`config.mk`:
```
export PLATFORM = sky130hd
export DESIGN_NAME = frame_char_reader
export DESIGN_NICKNAME = d
export VERILOG_FILES = /design/src/rtl/frame_char_reader.sv
export SDC_FILE = /design/constraint.sdc
export NUM_CORES = 1
export LEC_CHECK = 0
export BUFFER_PORTS_ARGS = -buffer_cell sky130_fd_sc_hd__buf_2
export CAP_MARGIN = 20
export CORE_MARGIN = 1.5
export CORE_UTILIZATION = 40
export CTS_BUF_LIST = sky130_fd_sc_hd__clkbuf_4 sky130_fd_sc_hd__clkbuf_8
export DETAILED_ROUTE_END_ITERATION = 7
export SLEW_MARGIN = 20
export SYNTH_ARGS = -nofsm -noshare
export SYNTH_HDL_FRONTEND = slang
export SYNTH_SLANG_ARGS = --single-unit
export TNS_END_PERCENT = 5
```
`constraint.sdc`:
```
create_clock -name clk -period 2.7 [get_ports clk]
set_input_delay 0.54 -clock clk [delete_from_list [all_inputs] [get_ports clk]]
set_output_delay 0.54 -clock clk [all_outputs]
set_load 0.1 [all_outputs]
```
`src/rtl/frame_char_reader.sv`:
```
// ---------------------------------------------------------------------------
// frame_char_reader
//
// Purpose:
//   Read-side consumer of the display-frame bundle (18 BCD digits, AM_PM,
//   dia_semana, funcion, cursor_location). The whole bundle is captured once
//   per video frame on frame_tick so the picture never shows a half-updated
//   value, and the captured copy is served to the VGA text renderer as ASCII
//   codes plus a blinking cursor-highlight flag through a request/response
//   port with one cycle of latency.
//
// Ports:
//   clk                     system clock
//   reset                   asynchronous assert, synchronous release, active low
//   digit1_* / digit0_*     BCD tens / units of time, date and timer fields
//   AM_PM                   0 = AM, 1 = PM
//   dia_semana              0 = LUN .. 6 = DOM, 7 = invalid (shown as "---")
//   funcion                 00 normal, 01 cfg time, 10 cfg date, 11 cfg timer
//   cursor_location         field under edit: 10 left, 01 middle, 00 right
//   frame_tick              one-cycle pulse at the start of vertical blank
//   char_req / char_idx     character request strobe and slot number
//   char_valid              response strobe, one cycle after char_req
//   char_code               7-bit ASCII code of the requested slot
//   char_hl                 slot is part of the highlighted (blinking) field
//
// Screen line layout (slot numbers):
//   0-1 HH  2 ':'  3-4 MM  5 ':'  6-7 SS  8 ' '  9-10 AM/PM  11 ' '
//   12-13 DAY  14 '/'  15-16 MES  17 '/'  18-19 YEAR  20 ' '  21-23 day name
//   24 ' '  25-26 HH_T  27 ':'  28-29 MM_T  30 ':'  31-32 SS_T
//   anything above 32 is a blank.
// ---------------------------------------------------------------------------
module frame_char_reader #(
  parameter int BLINK_FRAMES = 30,
  parameter int IDX_W        = 6
) (
  input  logic             clk,
  input  logic             reset,

  input  logic [3:0]       digit0_HH,
  input  logic [3:0]       digit1_HH,
  input  logic [3:0]       digit0_MM,
  input  logic [3:0]       digit1_MM,
  input  logic [3:0]       digit0_SS,
  input  logic [3:0]       digit1_SS,

  input  logic [3:0]       digit0_DAY,
  input  logic [3:0]       digit1_DAY,
  input  logic [3:0]       digit0_MES,
  input  logic [3:0]       digit1_MES,
  input  logic [3:0]       digit0_YEAR,
  input  logic [3:0]       digit1_YEAR,

  input  logic [3:0]       digit0_HH_T,
  input  logic [3:0]       digit1_HH_T,
  input  logic [3:0]       digit0_MM_T,
  input  logic [3:0]       digit1_MM_T,
  input  logic [3:0]       digit0_SS_T,
  input  logic [3:0]       digit1_SS_T,

  input  logic             AM_PM,
  input  logic [2:0]       dia_semana,
  input  logic [1:0]       funcion,
  input  logic [1:0]       cursor_location,

  input  logic             frame_tick,
  input  logic             char_req,
  input  logic [IDX_W-1:0] char_idx,

  output logic             char_valid,
  output logic [6:0]       char_code,
  output logic             char_hl
);

  // Width of the blink frame counter; a single bit is enough when every
  // frame toggles the cursor.
  localparam int              CNT_W    = (BLINK_FRAMES > 1) ? $clog2(BLINK_FRAMES) : 1;
  localparam logic [CNT_W-1:0] CNT_LAST = CNT_W'(BLINK_FRAMES - 1);

  localparam logic [6:0] CH_SPACE = 7'h20;
  localparam logic [6:0] CH_COLON = 7'h3A;
  localparam logic [6:0] CH_SLASH = 7'h2F;
  localparam logic [6:0] CH_QUEST = 7'h3F;

  // Digits are kept in screen order (tens before units) so the slot decoder
  // can address them as one list:
  //   0-1 HH, 2-3 MM, 4-5 SS, 6-7 DAY, 8-9 MES, 10-11 YEAR,
  //   12-13 HH_T, 14-15 MM_T, 16-17 SS_T
  logic [3:0] live_dig [18];
  logic [3:0] snap_dig [18];

  logic       snap_ampm;
  logic [2:0] snap_dia;
  logic [1:0] snap_fun;
  logic [1:0] snap_cur;

  logic [CNT_W-1:0] frame_cnt;
  logic             blink_on;

  logic [5:0] slot;
  logic       in_range;
  logic [6:0] slot_code;
  logic       slot_hl;
  logic [20:0] day_chars;

  logic [5:0] group_base;
  logic [5:0] pair_off;
  logic [5:0] hl_first;
  logic       hl_enable;

  assign live_dig[0]  = digit1_HH;
  assign live_dig[1]  = digit0_HH;
  assign live_dig[2]  = digit1_MM;
  assign live_dig[3]  = digit0_MM;
  assign live_dig[4]  = digit1_SS;
  assign live_dig[5]  = digit0_SS;
  assign live_dig[6]  = digit1_DAY;
  assign live_dig[7]  = digit0_DAY;
  assign live_dig[8]  = digit1_MES;
  assign live_dig[9]  = digit0_MES;
  assign live_dig[10] = digit1_YEAR;
  assign live_dig[11] = digit0_YEAR;
  assign live_dig[12] = digit1_HH_T;
  assign live_dig[13] = digit0_HH_T;
  assign live_dig[14] = digit1_MM_T;
  assign live_dig[15] = digit0_MM_T;
  assign live_dig[16] = digit1_SS_T;
  assign live_dig[17] = digit0_SS_T;

  // BCD digit to ASCII; codes above 9 cannot be shown as a digit.
  function automatic logic [6:0] bcd_char(input logic [3:0] d);
    if (d > 4'd9) begin
      return CH_QUEST;
    end
    return 7'h30 + {3'b000, d};
  endfunction

  // Three-letter Spanish weekday name, first letter in the top bits.
  function automatic logic [20:0] day_name(input logic [2:0] d);
    case (d)
      3'd0:    return {7'h4C, 7'h55, 7'h4E};  // LUN
      3'd1:    return {7'h4D, 7'h41, 7'h52};  // MAR
      3'd2:    return {7'h4D, 7'h49, 7'h45};  // MIE
      3'd3:    return {7'h4A, 7'h55, 7'h45};  // JUE
      3'd4:    return {7'h56, 7'h49, 7'h45};  // VIE
      3'd5:    return {7'h53, 7'h41, 7'h42};  // SAB
      3'd6:    return {7'h44, 7'h4F, 7'h4D};  // DOM
      default: return {7'h2D, 7'h2D, 7'h2D};  // ---
    endcase
  endfunction

  // Frame snapshot: the whole bundle is captured together on frame_tick so
  // the renderer sees one coherent frame. A request in the tick cycle reads
  // these registers before they update, i.e. the previous frame.
  always_ff @(posedge clk or negedge reset) begin
    if (!reset) begin
      for (int i = 0; i < 18; i++) begin
        snap_dig[i] <= 4'd0;
      end
      snap_ampm <= 1'b0;
      snap_dia  <= 3'd0;
      snap_fun  <= 2'd0;
      snap_cur  <= 2'd0;
    end else if (frame_tick) begin
      for (int i = 0; i < 18; i++) begin
        snap_dig[i] <= live_dig[i];
      end
      snap_ampm <= AM_PM;
      snap_dia  <= dia_semana;
      snap_fun  <= funcion;
      snap_cur  <= cursor_location;
    end
  end

  // Cursor blink: every BLINK_FRAMES frames the highlight flips between
  // visible and hidden. It starts visible out of reset.
  always_ff @(posedge clk or negedge reset) begin
    if (!reset) begin
      frame_cnt <= '0;
      blink_on  <= 1'b1;
    end else if (frame_tick) begin
      if (frame_cnt == CNT_LAST) begin
        frame_cnt <= '0;
        blink_on  <= ~blink_on;
      end else begin
        frame_cnt <= frame_cnt + CNT_W'(1);
      end
    end
  end

  assign slot     = char_idx[5:0];
  assign in_range = (char_idx < IDX_W'(33));

  // Slot decoder: turns the requested slot into its ASCII code using only
  // snapshot values.
  always_comb begin
    slot_code = CH_SPACE;
    day_chars = day_name(snap_dia);
    if (in_range) begin
      case (slot)
        6'd0:    slot_code = bcd_char(snap_dig[0]);
        6'd1:    slot_code = bcd_char(snap_dig[1]);
        6'd2:    slot_code = CH_COLON;
        6'd3:    slot_code = bcd_char(snap_dig[2]);
        6'd4:    slot_code = bcd_char(snap_dig[3]);
        6'd5:    slot_code = CH_COLON;
        6'd6:    slot_code = bcd_char(snap_dig[4]);
        6'd7:    slot_code = bcd_char(snap_dig[5]);
        6'd9:    slot_code = snap_ampm ? 7'h50 : 7'h41;
        6'd10:   slot_code = 7'h4D;
        6'd12:   slot_code = bcd_char(snap_dig[6]);
        6'd13:   slot_code = bcd_char(snap_dig[7]);
        6'd14:   slot_code = CH_SLASH;
        6'd15:   slot_code = bcd_char(snap_dig[8]);
        6'd16:   slot_code = bcd_char(snap_dig[9]);
        6'd17:   slot_code = CH_SLASH;
        6'd18:   slot_code = bcd_char(snap_dig[10]);
        6'd19:   slot_code = bcd_char(snap_dig[11]);
        6'd21:   slot_code = day_chars[20:14];
        6'd22:   slot_code = day_chars[13:7];
        6'd23:   slot_code = day_chars[6:0];
        6'd25:   slot_code = bcd_char(snap_dig[12]);
        6'd26:   slot_code = bcd_char(snap_dig[13]);
        6'd27:   slot_code = CH_COLON;
        6'd28:   slot_code = bcd_char(snap_dig[14]);
        6'd29:   slot_code = bcd_char(snap_dig[15]);
        6'd30:   slot_code = CH_COLON;
        6'd31:   slot_code = bcd_char(snap_dig[16]);
        6'd32:   slot_code = bcd_char(snap_dig[17]);
        default: slot_code = CH_SPACE;
      endcase
    end
  end

  // Highlight window: funcion picks the group (time, date, timer) and the
  // cursor picks the pair inside it; each pair is three slots after the
  // previous one because of the separator between them. Cursor code 11
  // means no field is under edit.
  always_comb begin
    group_base = 6'd0;
    pair_off   = 6'd6;
    hl_enable  = blink_on && (snap_fun != 2'b00) && (snap_cur != 2'b11);
    case (snap_fun)
      2'b01:   group_base = 6'd0;
      2'b10:   group_base = 6'd12;
      2'b11:   group_base = 6'd25;
      default: group_base = 6'd0;
    endcase
    case (snap_cur)
      2'b10:   pair_off = 6'd0;
      2'b01:   pair_off = 6'd3;
      default: pair_off = 6'd6;
    endcase
    hl_first = group_base + pair_off;
    slot_hl  = hl_enable && in_range &&
               ((slot == hl_first) || (slot == hl_first + 6'd1));
  end

  // Response register: one response per request, one cycle later. Without a
  // request the strobe drops but the last code and highlight stay put.
  always_ff @(posedge clk or negedge reset) begin
    if (!reset) begin
      char_valid <= 1'b0;
      char_code  <= CH_SPACE;
      char_hl    <= 1'b0;
    end else begin
      char_valid <= char_req;
      if (char_req) begin
        char_code <= slot_code;
        char_hl   <= slot_hl;
      end
    end
  end

endmodule

```
==> impl_metrics.yaml, run 1 <==
status:
  outcome: "finished clean"
clocking:
  cts_tree: "built"
  hold_buffers: 0
  cts_root_buffer: "clkbuf_8"
  cts-buffers-inserted: 9
  postCtsSetupBuffers: 0
  path_clk_slew_ns: 0.10
  clk-insertion-delay-late_ns: 0.39
  cts.path.max_buffers: 2
  cts_resized: 0
  clock-sinks: 95
  h-tree-depth: 3
power:
  worst_ir_drop_vdd_mv: 0.3581
  p_leak_nw: 2.723
  p_per_area_nw_per_um2: 539.1
placement:
  io_buffers: 98
  placed_cells: 803
  place.gp.congestion: 1.004
  place_ws_ns: 0.2496
  hpwl_mm: 12.05
min_path:
  hp-class: "in2async"
detailed_routing:
  via_per_inst: 5.857
  first_pass_iters: 5
  wl_per_cell_um: 19.17
  antenna_left: 0
  num_vias: 4797
  drt_iter0_markers: 283
  drc: 0
  drt_wl_total_mm: 15.70
global_route:
  grt_pass1_wl_mm: 24.63
  grt_antenna_before_repair: 0
  grt_usage_pct: 22.09
  grt_max_degree: 59
  globalRoute.totalOverflow: 0
  first_global_vias: 4715
synthesis:
  synth_top_area_share_pct: 41.45
  syn_nets: 642
  yosysTopAreaCell: "dfrtp_1"
  synth_area_leaders: "dfrtp_1 (41%), mux2_2 (15%), a21oi_1 (3.9%)"
  synth_cells: 544
  avgSynthCellArea_um2: 10.32
  synth.distinct_cells: 71
  ys_ff_latch: 95
  synth_ff_type: "dfrtp_1"
  synth_warnings: 0
  syn-cell-area_um2: 5614
  async_flop_share_pct: 100.0
  yosysSeqAreaShare_pct: 42.39
  synth_edf_count: 0
floorplanning:
  start_util_pct: 40.76
  rows: 43
  die_area_um2: 14760
  die_h_um: 121.5
  die_w_um: 121.5
  coreArea_um2: 13770
  pin_count: 99
worst_setup_path:
  crit_arrival_ns: 2.79
  r2r-start: "snap_fun[1]$_DFFE_PN0P_"
  endpoint_kind: "register"
  cp-start-kind: "register"
  path_class: "reg2reg"
  worstReg2RegEnd: "char_hl$_DFFE_PN0P_"
  rrSetupSlack_ns: 0.24
  critPathMaxFanout: 10
  worst-endpoint-required_ns: 3.03
  r2r_cells: 8
sta:
  drv_slew: 0
  final_hold_viol_count: 0
  setup_tns_ns: 0
  fin_ws_ns: 0.2427
  setup_viol: 0
  slew_headroom_pct: 62.31
  rsz0062_at_grt: "no"
  tightest_slew_ns: 0.5648
  timing.final.crit_share_pct: 91.01
  fin_skew_ns: 0.01323
  layout_min_cycle_time_ns: 2.457
  fmax_mhz: 406.9
cells_and_area:
  layout-drive-gt1-share_pct: 34.59
  final_cell_count_no_fill: 819
  nets: 732
  diodes: 0
  n_fill_cell: 1383
  area_delta_synth_final_pct: 15.18
run:
  cap_violations: 0
-- cell type report --
class / instances / area [um^2] / area share (%)
Sequential cell: 95 / 2380 / 36.80
Tap cell: 180 / 225.2 / 3.483
Timing Repair Buffer: 114 / 640.6 / 9.907
Multi-Input combinational cell: 403 / 2994 / 46.30
Clock inverter: 5 / 40.04 / 0.6192
Clock buffer: 11 / 145.1 / 2.245
Inverter: 11 / 41.29 / 0.6385
-- report_power, final --
part           internal, mW  switching, mW  leakage (nW)
sequential             1.59          0.180          1.13
clock                 0.379          0.529        0.0977
combinational         0.365          0.442          1.50
total                  2.34           1.15          2.72
-- worst max-delay path by stage --
stage	endpoint	from
finish	char_hl$_DFFE_PN0P_	snap_fun[1]$_DFFE_PN0P_
floorplan	char_hl$_DFFE_PN0P_	snap_fun[1]$_DFFE_PN0P_
global placement	char_code[1]$_DFFE_PN0P_	char_idx[3]
global route	char_hl$_DFFE_PN0P_	snap_fun[1]$_DFFE_PN0P_
CTS	char_hl$_DFFE_PN0P_	snap_fun[1]$_DFFE_PN0P_
detailed placement	char_code[1]$_DFFE_PN0P_	char_idx[3]
-- kinds of logic after synthesis --
family	Yosys count	share of synthesized area, %
buf+inv	46	4.279
fa+ha+maj	9	1.961
compound gates	157	18.59
xor+xnor	11	1.716
flops	95	42.39
simple gates	150	15.87
mux	76	15.20
-- synth_stat cells, types with 12 or more instances --
cell      count
nand3_1      19
o32ai_1      12
nand2_1      37
a21oi_1      44
mux2_2       74
dfrtp_1      93
clkbuf_1     21
nor2_1       25
o21ai_0      25
o22ai_1      12
o21a_1       15
-- registers in the layout, indices dropped and copies added (netlist names) --
register    cells
snap_dig       72
char_code       7
snap_dia        3
snap_cur        2
snap_ampm       1
snap_fun        2
char_valid      1
char_hl         1
blink_on        1
frame_cnt       5
-- through the flow --
stage	area (um^2)	total power [mW]	hold WS (ns)	utilization (%)
final	6466	3.486	0.1257	46.95
after global routing	6466	3.673	0.1576	46.95
after CTS	6466	3.532	0.1415	46.95
after detailed placement	6281	2.610	0.4697	45.60
after global placement	6281	2.582	0.4553	45.60
after floorplan	5614	2.320	0.2444	-
-- critical path, stage by stage (launching register included) --
cell	delay (ns)
dfrtp_1	0.49
and2_1	0.28
ha_1	0.19
nor2b_1	0.33
a21oi_1	0.18
o311a_1	0.31
o32a_1	0.36
o2bb2ai_1	0.13
a31o_1	0.11
-- layer usage --
metal	share of wire [%]	vias up	GRT usage, %
met5	0	-	0
met3	6.2	33	5.921
met1	42	2342	27.19
li1	-	2235	-
met4	2.6	0	7.500
met2	50	187	37.36
-- cell usage in the layout, fill, tap and decap left out, types with 6 or more instances in the layout --
cell type	instances
dfrtp_1	93
mux2_2	74
ha_1	8
inv_1	11
nand2b_1	10
nor2b_1	8
o21a_1	15
nand3_1	19
buf_4	16
nor3_1	7
o22ai_1	12
buf_2	96
o2111ai_1	6
xnor2_1	6
clkbuf_8	10
o211ai_1	11
o21ai_0	25
a21oi_1	44
nand2_1	37
o32ai_1	12
nor2_1	25
Note: power is estimated with default switching activity, not from simulation.
==> run 2, diff against run 1 <==
==> constraint.sdc (replaced) <==
create_clock -name clk -period 2.6 [get_ports clk]
set_input_delay 0.52 -clock clk [delete_from_list [all_inputs] [get_ports clk]]
set_output_delay 0.52 -clock clk [all_outputs]
set_load 0.1 [all_outputs]
==> impl_metrics.yaml, run 2 (synthesized netlist as in run 1, its figures left out) <==
worst_setup_path:
  crit_end: "char_hl$_DFFE_PN0P_"
  r2r-start: "snap_fun[1]$_DFFE_PN0P_"
  worst-endpoint-required_ns: 2.91
  startpoint: "snap_fun[1]$_DFFE_PN0P_"
  path_class: "reg2reg"
  cp-start-kind: "register"
  rrSetupSlack_ns: 0.17
  worstReg2RegEnd: "char_hl$_DFFE_PN0P_"
  crit_arrival_ns: 2.74
  endpoint_kind: "register"
  r2r_cells: 8
  critPathMaxFanout: 10
sta:
  final_hold_viol_count: 0
  slew_headroom_pct: 64.25
  rsz0062_at_grt: "no"
  setup_tns_ns: 0
  fin_skew_ns: 0.005196
  layout_min_cycle_time_ns: 2.426
  drv_slew: 0
  timing.final.crit_share_pct: 93.31
  fmax_mhz: 412.2
  tightest_slew_ns: 0.5341
  setup_viol: 0
cells_and_area:
  n_fill_cell: 1358
  largest_registers: "snap_dig (72), char_code (7), frame_cnt (5)"
  layout-drive-gt1-share_pct: 34.84
  mostFrequentLayoutCells: "buf_2 (96), dfrtp_1 (93), mux2_2 (74), a21oi_1 (44), nand2_1 (37)"
  largest_reg_flops: 72
  final_common_cell: "buf_2"
  finalCoreUtilization_pct: 47.44
  seqCellArea_um2: 2380
  regMostFlops: "snap_dig"
  area_delta_synth_final_pct: 16.38
  diodes: 0
  nets: 733
  multi_input_area_um2: 2997
global_route:
  first_global_vias: 4583
  grt_pass1_wl_mm: 24.35
  grt_usage_pct: 21.73
  grt_max_degree: 62
  grt_antenna_before_repair: 0
  globalRoute.totalOverflow: 0
clocking:
  cts_tree: "built"
  cts.path.max_buffers: 2
  hold_buffers: 0
  h-tree-depth: 3
  cts_root_buffer: "clkbuf_8"
  cts-buffers-inserted: 9
  path_clk_slew_ns: 0.09
  clk-insertion-delay-late_ns: 0.37
  cts_resized: 0
  postCtsSetupBuffers: 0
  clock-sinks: 95
detailed_routing:
  drt_iter0_markers: 360
  first_pass_iters: 6
  drc: 0
  drt_wl_total_mm: 15.62
  wl_per_cell_um: 19.04
  antenna_left: 0
  num_vias: 4743
  via_per_inst: 5.784
floorplanning:
  die_w_um: 121.5
  rows: 43
  die_h_um: 121.5
  pin_count: 99
  start_util_pct: 40.76
  coreArea_um2: 13770
  die_area_um2: 14760
placement:
  hpwl_mm: 11.91
  io_buffers: 98
  place.gp.congestion: 0.9273
min_path:
  hp-class: "in2async"
power:
  worst_ir_drop_vdd_mv: 0.3469
  p_leak_nw: 2.753
  p_per_area_nw_per_um2: 579.8
status:
  outcome: "finished clean"
run:
  cap_violations: 0
==> run 2: worst max-delay path, stage by stage, from the launching register on <==
cell       delay [ns]
dfrtp_1          0.50
nor2b_1          0.33
ha_1             0.37
nand3b_1         0.18
nor4b_1          0.28
a311oi_1         0.10
o32a_1           0.33
o2bb2ai_1        0.15
a31o_1           0.12
==> run 2: area by class of cell <==
type | instances | share of cell area (%)
Clock buffer | 11 | 2.317
Clock inverter | 5 | 1.206
Inverter | 11 | 0.6319
Multi-Input combinational cell | 403 | 45.86
Sequential cell | 95 | 36.42
Tap cell | 180 | 3.447
Timing Repair Buffer | 115 | 10.11
==> run 2: per-stage QoR <==
stage | area, um^2 | total power [mW] | setup slack [ns] | cells | hold WS, ns
5_1_grt | 6534 | 3.995 | 0.03209 | 820 | 0.1182
3_3_place_gp | 6301 | 2.677 | 0.2915 | 804 | 0.4676
3_5_place_dp | 6301 | 2.710 | 0.1712 | 804 | 0.4738
6_report | 6534 | 3.788 | 0.1740 | 820 | 0.1023
4_1_cts | 6531 | 3.834 | 0.1411 | 820 | 0.1133
2_1_floorplan | 5614 | 2.409 | 0.3938 | 544 | 0.2244
==> run 2: layer usage <==
metal	global-route usage, %	routed length [um]	vias up
li1	-	-	2234
met1	27.87	6646	2328
met2	35.66	7727	147
met3	4.511	767	34
met4	8.897	473	0
met5	0	0	-
==> run 2: worst min path at each step <==
stage	cells past startpoint	start	slack, ns	end
after CTS	1	reset	0.11	frame_cnt[2]$_DFFE_PN0P_
after floorplan	0	reset	0.22	char_code[0]$_DFFE_PN0P_
after detailed placement	1	char_code[6]$_DFFE_PN0P_	0.47	char_code[6]$_DFFE_PN0P_
after global placement	1	char_code[6]$_DFFE_PN0P_	0.47	char_code[6]$_DFFE_PN0P_
final	1	reset	0.10	frame_cnt[2]$_DFFE_PN0P_
after global routing	1	reset	0.12	frame_cnt[4]$_DFFE_PN0P_
==> run 2: power by group <==
group / leakage [nW] / total (mW) / internal, mW / switching [mW]
combinational: 1.51 / 0.839 / 0.382 / 0.457
sequential: 1.13 / 1.84 / 1.65 / 0.191
clock: 0.120 / 1.11 / 0.594 / 0.511
==> run 3, diff against run 2 <==
--- a/config.mk
+++ b/config.mk
@@ -11,6 +11,7 @@
 export CORE_UTILIZATION = 40
 export CTS_BUF_LIST = sky130_fd_sc_hd__clkbuf_4 sky130_fd_sc_hd__clkbuf_8
 export DETAILED_ROUTE_END_ITERATION = 7
+export GPL_TIMING_DRIVEN = 0
 export SLEW_MARGIN = 20
 export SYNTH_ARGS = -nofsm -noshare
 export SYNTH_HDL_FRONTEND = slang
==> impl_metrics.yaml, run 3 (synthesized netlist as in run 1, its figures left out) <==
floorplanning:
  pin_count: 99
  coreArea_um2: 13770
  die_w_um: 121.5
  die_h_um: 121.5
  rows: 43
  start_util_pct: 40.76
  die_area_um2: 14760
worst_setup_path:
  cp-start-kind: "register"
  endpoint_kind: "register"
  path_class: "reg2reg"
  crit_arrival_ns: 2.78
  critPathMaxFanout: 6
  worst-endpoint-required_ns: 2.93
sta:
  setup_viol: 0
  fmax_mhz: 408.6
  setup_tns_ns: 0
  slew_headroom_pct: 41.98
  rsz0062_at_grt: "no"
  final_hold_viol_count: 0
  drv_slew: 0
  timing.final.crit_share_pct: 94.13
  tightest_slew_ns: 0.8631
  layout_min_cycle_time_ns: 2.447
  fin_ws_ns: 0.1527
  fin_skew_ns: 0.005444
cells_and_area:
  mostFrequentLayoutCells: "buf_2 (95), dfrtp_1 (93), mux2_2 (74), a21oi_1 (44), nand2_1 (37)"
  largest_reg_flops: 72
  final_common_cell: "buf_2"
  largest_registers: "snap_dig (72), char_code (7), frame_cnt (5)"
  layout-drive-gt1-share_pct: 33.03
  final_cell_count_no_fill: 834
  nets: 747
  area_delta_synth_final_pct: 17.14
  regMostFlops: "snap_dig"
  postLayoutCellArea_um2: 6576
  diodes: 0
  n_fill_cell: 1372
detailed_routing:
  drc: 0
  num_vias: 4742
  wl_per_cell_um: 19.59
  drt_iter0_markers: 282
  first_pass_iters: 5
  drt_wl_total_mm: 16.34
  via_per_inst: 5.686
  antenna_left: 0
global_route:
  grt_antenna_before_repair: 0
  met2_usage_pct: 39.97
  grt_max_degree: 57
  first_global_vias: 4774
  grt_pass1_wl_mm: 25.66
  grt_use_met3_pct: 3.665
  top_usage_layer: "met2"
  use_met1_pct: 28.85
  globalRoute.totalOverflow: 0
  grt_usage_pct: 23.15
status:
  outcome: "finished clean"
clocking:
  cts.path.max_buffers: 2
  cts_tree: "built"
  clock-sinks: 95
  path_clk_slew_ns: 0.10
  h-tree-depth: 3
  clk-insertion-delay-late_ns: 0.38
  postCtsSetupBuffers: 0
  cts-buffers-inserted: 9
  cts_root_buffer: "clkbuf_8"
power:
  worst_ir_drop_vdd_mv: 0.3288
  switchingPower_mw: 1.213
  switching_share_pct: 31.62
  intPower_mw: 2.623
  p_per_area_nw_per_um2: 583.4
  comb_power_share_pct: 22.6
  pwr-share-clk_pct: 29.8
  p_leak_nw: 2.748
  p_seq_share_pct: 47.7
placement:
  place.gp.congestion: 0.9241
  place_ws_ns: 0.1009
  io_buffers: 93
  placed_cells: 818
  postPlaceCellArea_um2: 6339
  hpwl_mm: 12.86
min_path:
  hp-class: "in2async"
run:
  cap_violations: 0
[run 3: layer usage]
metal / up-vias / wire (um)
li1: 2254 / -
met1: 2319 / 7112
met2: 142 / 8030
met3: 27 / 777
met4: 0 / 421
met5: - / 0
[run 3: final timing paths]
| kind | from | to | slack, ns | depth (start not counted) |
|---|---|---|---|---|
| worst max-delay path | snap_cur[0]$_DFFE_PN0P_ | char_hl$_DFFE_PN0P_ | 0.15 | 9 |
| worst min-delay path | reset | char_code[6]$_DFFE_PN0P_ | 0.03 | 1 |
| worst max register to register | snap_cur[0]$_DFFE_PN0P_ | char_hl$_DFFE_PN0P_ | 0.15 | 9 |
| worst min register to register | char_code[6]$_DFFE_PN0P_ | char_code[6]$_DFFE_PN0P_ | 0.49 | 1 |
| max in group asynchronous | reset | blink_on$_DFFE_PN1P_ | 1.95 | 2 |
| min in group clk | char_req | char_valid$_DFF_PN0_ | 0.30 | 1 |
[run 3: timing repair]
action,4_1_cts,5_1_grt
hold buffers,0,0
resized for setup,0,1
setup endpoints to repair,0,1
[run 3: area by class of cell]
cell class                      instances  area (um^2)  share of cell area (%)
Buffer                                 35        198.9                   3.025
Clock buffer                           10        137.6                   2.093
Clock inverter                          6        97.59                   1.484
Tap cell                              180        225.2                   3.425
Inverter                               11        41.29                  0.6279
Timing Repair Buffer                   94        499.2                   7.591
Sequential cell                        95         2380                   36.19
Multi-Input combinational cell        403         2997                   45.57
[run 3: per-stage QoR]
stage | hold slack (ns) | total power [mW] | util (%)
detailed placement | 0.4570 | 2.726 | 46.02
CTS | 0.03137 | 3.878 | 47.73
global route | 0.05395 | 4.053 | 47.75
finish | 0.03091 | 3.836 | 47.75
floorplan | 0.2244 | 2.409 | -
global placement | 0.4580 | 2.682 | 45.78
[run 3: power by group through the flow]
stage | clock, mW | combinational, mW | sequential, mW
after floorplan | 0 | 0.548 | 1.86
after global placement | 0 | 0.832 | 1.85
after detailed placement | 0 | 0.867 | 1.86
after CTS | 1.18 | 0.871 | 1.83
after global routing | 1.24 | 0.951 | 1.86
final | 1.14 | 0.865 | 1.83
[run 3: worst max-delay path, stage by stage (launching register included)]
cell	delay, ns
dfrtp_1	0.40
inv_1	0.07
ha_1	0.31
ha_1	0.39
nand3b_1	0.20
nor4b_1	0.29
a311oi_1	0.09
o32a_1	0.33
o2bb2ai_1	0.18
a31o_1	0.13
